## config.mk

```make
export PLATFORM = sky130hd
export DESIGN_NAME = h264_xform_arbiter
export DESIGN_NICKNAME = d
export VERILOG_FILES = /design/src/rtl/h264_xform_arbiter.sv
export SDC_FILE = /design/constraint.sdc
export NUM_CORES = 1
export LEC_CHECK = 0
export CORE_MARGIN = 2
export CORE_UTILIZATION = 25
export CTS_BUF_LIST = sky130_fd_sc_hd__clkbuf_4 sky130_fd_sc_hd__clkbuf_8
export DETAILED_ROUTE_END_ITERATION = 8
export PLACE_DENSITY_LB_ADDON = 0.2
export SLEW_MARGIN = 5
export SYNTH_ARGS = -nofsm -noshare
export SYNTH_HDL_FRONTEND = slang
export SYNTH_SLANG_ARGS = --single-unit
```

## constraint.sdc

```tcl
create_clock -name clk2_i -period 2 [get_ports clk2_i]
set_clock_uncertainty 0.15 [all_clocks]
set_input_delay 0.4 -clock clk2_i [delete_from_list [all_inputs] [get_ports clk2_i]]
set_output_delay 0.4 -clock clk2_i [all_outputs]
set_load 0.1 [all_outputs]
```

## src/rtl/h264_xform_arbiter.sv

```systemverilog
// h264_xform_arbiter: shares one forward transform between the luma and chroma intra requesters.
// Optional macro XFORM_ARB_ROUNDROBIN_EN: ties go to the requester not served last;
// when undefined, luma wins every tie (fixed priority).
module h264_xform_arbiter #(
    parameter int WIDTH     = 36,
    parameter int BLK_WORDS = 4
) (
    input  logic             clk2_i,
    input  logic             reset_n_i,
    input  logic             luma_req_i,
    input  logic             chroma_req_i,
    input  logic             luma_valid_i,
    input  logic             chroma_valid_i,
    input  logic [WIDTH-1:0] luma_data_i,
    input  logic [WIDTH-1:0] chroma_data_i,
    output logic             luma_gnt_o,
    output logic             chroma_gnt_o,
    output logic             luma_ready_o,
    output logic             chroma_ready_o,
    input  logic             xform_ready_i,
    output logic             xform_strobe_o,
    output logic [WIDTH-1:0] xform_data_o,
    output logic             xform_src_o,
    input  logic             fbstrobe_i,
    output logic             luma_fb_o,
    output logic             chroma_fb_o,
    output logic             busy_o,
    output logic             fb_err_o
);
    localparam int CW = $clog2(BLK_WORDS);

    typedef enum logic [1:0] {IDLE, STREAM, WAIT_FB} state_e;

    state_e           state_q;
    logic             owner_q;
    logic             last_q;
    logic [CW-1:0]    cnt_q;
    logic             luma_gnt_q;
    logic             chroma_gnt_q;
    logic             strobe_q;
    logic             src_q;
    logic             fb_err_q;
    logic [WIDTH-1:0] data_q;
    logic             in_stream;
    logic             in_wait;
    logic             own_valid;
    logic [WIDTH-1:0] own_data;
    logic             accept;
    logic             tie_d;
    logic             winner_d;

    // Owner-side word selection, acceptance and the arbitration winner for the next grant
    always_comb begin
        in_stream = state_q == STREAM;
        in_wait   = state_q == WAIT_FB;
        own_valid = owner_q ? chroma_valid_i : luma_valid_i;
        own_data  = owner_q ? chroma_data_i : luma_data_i;
        accept    = in_stream & own_valid & xform_ready_i;
`ifdef XFORM_ARB_ROUNDROBIN_EN
        tie_d     = ~last_q;
`else
        tie_d     = 1'b0;
`endif
        winner_d  = (luma_req_i & chroma_req_i) ? tie_d : chroma_req_i;
    end

    // Block sequencer: grant, stream BLK_WORDS words, hold until feedback returns
    always_ff @(posedge clk2_i or negedge reset_n_i) begin
        if (!reset_n_i) begin
            state_q      <= IDLE;
            owner_q      <= 1'b0;
            last_q       <= 1'b1;
            cnt_q        <= '0;
            luma_gnt_q   <= 1'b0;
            chroma_gnt_q <= 1'b0;
            strobe_q     <= 1'b0;
            src_q        <= 1'b0;
            data_q       <= '0;
            fb_err_q     <= 1'b0;
        end else begin
            strobe_q <= accept;
            if (accept) begin
                data_q <= own_data;
                src_q  <= owner_q;
            end
            if (fbstrobe_i && !in_wait) fb_err_q <= 1'b1;
            case (state_q)
                IDLE: begin
                    if (luma_req_i || chroma_req_i) begin
                        state_q      <= STREAM;
                        owner_q      <= winner_d;
                        luma_gnt_q   <= ~winner_d;
                        chroma_gnt_q <= winner_d;
                        cnt_q        <= '0;
                    end
                end
                STREAM: begin
                    if (accept) begin
                        cnt_q <= cnt_q + 1'b1;
                        if (cnt_q == CW'(BLK_WORDS - 1)) begin
                            state_q      <= WAIT_FB;
                            luma_gnt_q   <= 1'b0;
                            chroma_gnt_q <= 1'b0;
                            last_q       <= owner_q;
                        end
                    end
                end
                WAIT_FB: begin
                    if (fbstrobe_i) state_q <= IDLE;
                end
                default: state_q <= IDLE;
            endcase
        end
    end

    assign luma_gnt_o     = luma_gnt_q;
    assign chroma_gnt_o   = chroma_gnt_q;
    assign luma_ready_o   = luma_gnt_q & xform_ready_i & in_stream;
    assign chroma_ready_o = chroma_gnt_q & xform_ready_i & in_stream;
    assign xform_strobe_o = strobe_q;
    assign xform_data_o   = data_q;
    assign xform_src_o    = src_q;
    assign luma_fb_o      = in_wait & fbstrobe_i & ~owner_q;
    assign chroma_fb_o    = in_wait & fbstrobe_i & owner_q;
    assign busy_o         = state_q != IDLE;
    assign fb_err_o       = fb_err_q;
endmodule
```

# --- Yosys cells after proc, flatten, opt, wreduce, memory -nomap -nowiden ---
# Cells that the tools add are included.
op_classes:
  addsub: 1
  mul: 0
  div_mod_pow: 0
  order_cmp: 0
  eq_ne: 7
  n_shift: 0
  mux: 17
  bitwise: 12
  reduce_logical: 10
op_table:
  columns: ["op", "count"]
  rows:
  - ["36-bit 2-to-1 mux", 1]
  - ["2-bit 2-to-1 mux", 6]
  - ["1-bit AND", 10]
  - ["4-bit AND reduction", 2]
  - ["1-bit 2-to-1 mux", 6]
  - ["2-bit one-hot mux with 3 select lines", 1]
  - ["2-bit == test (second input constant)", 2]
  - ["2-bit by 1-bit != test with 1-bit output (second input constant)", 2]
  - ["2-bit != test (second input constant)", 2]
  - ["1-bit one-hot mux with 2 select lines", 2]
  - ["2-bit one-hot mux with 2 select lines", 1]
  - ["2-bit nonzero test", 2]
  - ["3-bit AND reduction", 1]
  - ["2-bit by 1-bit adder with 2-bit output (second input constant)", 1]
  - ["2-bit by 1-bit == test with 1-bit output (second input constant)", 1]
  - ["2-bit zero test", 1]
  - ["1-bit NOT", 2]
  - ["2-bit AND reduction", 1]
  - ["1-bit logical AND", 1]
  - ["1-bit zero test", 1]
  - ["1-bit logical OR", 1]
totals:
  ff_bits: 46
  latch_bits: 0
  ramBits: 0
  mem_bits_ro: 0
  inputBits: 80
  n_memories: 0

# --- Depth between registers and ports, before layout ---
depth:
  word_depth: 5
  mapped_depth: 6
  depth_no_buf: 4

# --- Worst setup path after synthesis ---
# No wires, ideal clock.
synth_path:
  path_kind: "reg-to-output"
  start: "register owner_q"
  end: "output luma_fb_o"
  t_arrival_ps: 2910
  required_ps: 1450
  setup_slack_ps: -1460
  path_stages_with_launch: 4
  cell_sequence: "dfrtp_1 > buf_6 > clkbuf_1 > nor3b_1"
synth_between:
  elab_chain_len: 2
synth_rtl:
  columns: ["item", "line_no", "source"]
  rows:
  - ["start, declared", "35", "logic owner_q;"]
  - ["start signal, assigned", "91", "owner_q <= winner_d;"]
  - ["1-bit NOT", "123", "assign luma_fb_o = in_wait & fbstrobe_i & ~owner_q;"]
  - ["1-bit AND", "123", null]
  - ["end, declared", "25", "output logic luma_fb_o,"]
# No other way between the ends.

# --- Worst setup path after layout ---
layout_path:
  start: "register owner_q"
  end: "output chroma_fb_o"
layout_between:
  elab_chain_len: 1
layout_rtl:
  columns: ["item", "line_no", "source"]
  rows:
  - ["1-bit AND", "124", "assign chroma_fb_o = in_wait & fbstrobe_i & owner_q;"]
  - ["end, declared", "26", "output logic chroma_fb_o,"]
# No other way between the ends.

==> flow_summary.ini <==
[outcome]
outcome = complete, no violations

[min_path]
hold_path.class = reg2reg

[setup_path]
path_buf_inv = 2
startpoint_type = flop
crit_arrival_ns = 1.40
crit_slowest_cell = dfrtp_2
path_class = reg2out
path_delay_family = flip-flops
slowest_delay_ns = 0.41
worstPathCellList = buf_8, and4b_2, buf_12
required_ns = 1.45
cp_max_fo = 23
end_kind = output port

[cts]
clock-sinks = 46
root_buffer = clkbuf_8
worst_skew_pair.late_latency_ns = 0.29
htreeDepth = 2
numCtsBuffers = 5
post_cts.repair.setup_buffers = 0
clk_pin_slew_ns = 0.08
clockBufferDepth = 2
cts_tree = done

[global_route]
antenna_found_initial = 0
grt_pass1_wl_um = 9010
overflow = 0
grt_usage_pct = 11.0
grt_max_degree = 25
grt_pass1_vias = 1756

[finish]
diodes = 0
final_common_cell = clkdlybuf4s50_1
mostFrequentLayoutCells = 78 x clkdlybuf4s50_1, 49 x buf_12, 43 x dfrtp_1, 36 x mux2_2, 34 x mux2_4
syn_to_final_growth_pct = 80.1
fill_cells = 878
finalNonFillerCells = 428
finalNetCount = 377
drive_gt1_share_pct = 48.1

[detailed_routing]
wl_um = 6000
drtAntennaViolNets = 0
wl_per_cell_um = 14.0
vias_per_cell = 4.25
firstDrtPassIters = 4
drt_iter0_drc = 47
drc_errors = 0
num_vias = 1818

[timing]
hold_violations = 0
finalCriticalPeriod_ns = 1.95
setup_viol = 0
final_max_slew_viol_count = 0
setup_tns_ns = 0
finalCritPeriodShare_pct = 97.4
relSlewSlack_pct = 62.4
worst_slack_ns = 0.0514
tightest_slew_ns = 0.565
fmax_mhz = 513

[logic_synthesis]
ys_types = 33
synthCells = 167
syn-num-nets = 248
syn_area_um2 = 2460
synth_ff_type = dfrtp_1
synth_seq_cells = 46
avgSynthCellArea_um2 = 14.7
ys_warn_count = 0
synth_edf_count = 0
synth-async-reset-ratio_pct = 100
seq_area_frac_synth_pct = 46.8

[placement]
dpl.cell_count = 421
dpl_worst_slack_ns = -0.0900
portBuffers = 125
dp_hpwl_um = 4540
place.gp.congestion = 0.737

[die]
start_util_pct = 25.4
design.die.area_um2 = 10700
die_h_um = 103
fp.dieW_um = 103
rows = 36
design.core.area_um2 = 9680
ios = 126

[flow_run]
drv_cap = 0
-- layer usage --
metal	GRT usage, %	share of wire, %
met1	14.5	43
met2	17.1	48
met3	3.90	9.1
met4	3.04	0.77
met5	0	0
-- cells in the mapped netlist, types with 2 or more instances --
library cell / number / area [um^2]
dfrtp_1: 46 / 1150
mux2_2: 36 / 405
mux2_4: 34 / 510
nand2_1: 5 / 18.8
clkbuf_1: 4 / 15.0
a21oi_1: 3 / 15.0
buf_12: 3 / 60.1
buf_6: 3 / 33.8
mux2_1: 3 / 33.8
nor2_1: 3 / 11.3
o31ai_1: 3 / 22.5
and3_1: 2 / 12.5
o211ai_1: 2 / 15.0
-- layout make-up --
| type | instances | area, um^2 | share of cell area, % |
|---|---|---|---|
| Tap cell | 133 | 166 | 3.75 |
| Multi-Input combinational cell | 108 | 1200 | 27.2 |
| Clock buffer | 6 | 82.6 | 1.86 |
| Timing Repair Buffer | 134 | 1820 | 41.1 |
| Inverter | 1 | 3.75 | 0.0847 |
| Sequential cell | 46 | 1150 | 26.1 |
-- final timing paths --
check	depth (start not counted)	startpoint	end	slack, ns
setup / recovery	3	owner_q	chroma_fb_o	0.05
hold reg to reg	1	cnt_q[0]	cnt_q[0]	0.35
min in group asynchronous	2	reset_n_i	xform_data_o[5]	0.49
hold / removal	1	cnt_q[0]	cnt_q[0]	0.35
setup reg to reg	4	owner_q	xform_data_o[16]	0.28
max in group asynchronous	3	reset_n_i	chroma_gnt_o	0.67
-- state kept, by name, summed over array words and instances, names as in the netlist --
register / count
cnt_q: 2
xform_src_o: 1
chroma_gnt_o: 1
xform_strobe_o: 1
fb_err_o: 1
luma_gnt_o: 1
xform_data_o: 36
owner_q: 1
state_q: 2
-- what timing repair did --
action,4_1_cts,5_1_grt
endpoints found under the hold margin,22,0
hold buffers,1,0
gates resized for setup,2,2
pin swaps,0,1
setup endpoints to repair,1,5
cloned,0,0
-- kinds of logic (layout without fill, tap and decap cells) --
logic type / count (synthesis) / after routing / synth area share, %
mux: 74 / 74 / 39.0
compound gates: 14 / 14 / 4.12
simple gates: 19 / 19 / 4.53
fa+ha+maj: 1 / 1 / 0.508
flops: 46 / 46 / 46.8
buf+inv: 13 / 141 / 5.08
-- through the flow --
stage | hold slack (ns) | util (%) | cell area [um^2]
floorplan | -0.0456 | - | 2480
global placement | 0.264 | 44.7 | 4330
detailed placement | 0.287 | 44.7 | 4330
CTS | 0.365 | 45.7 | 4430
global route | 0.391 | 45.8 | 4430
finish | 0.355 | 45.8 | 4430
Power is left out: the tool's default activity adds up to more than one toggle a clock period on the data nets, which glitch-free logic cannot reach.
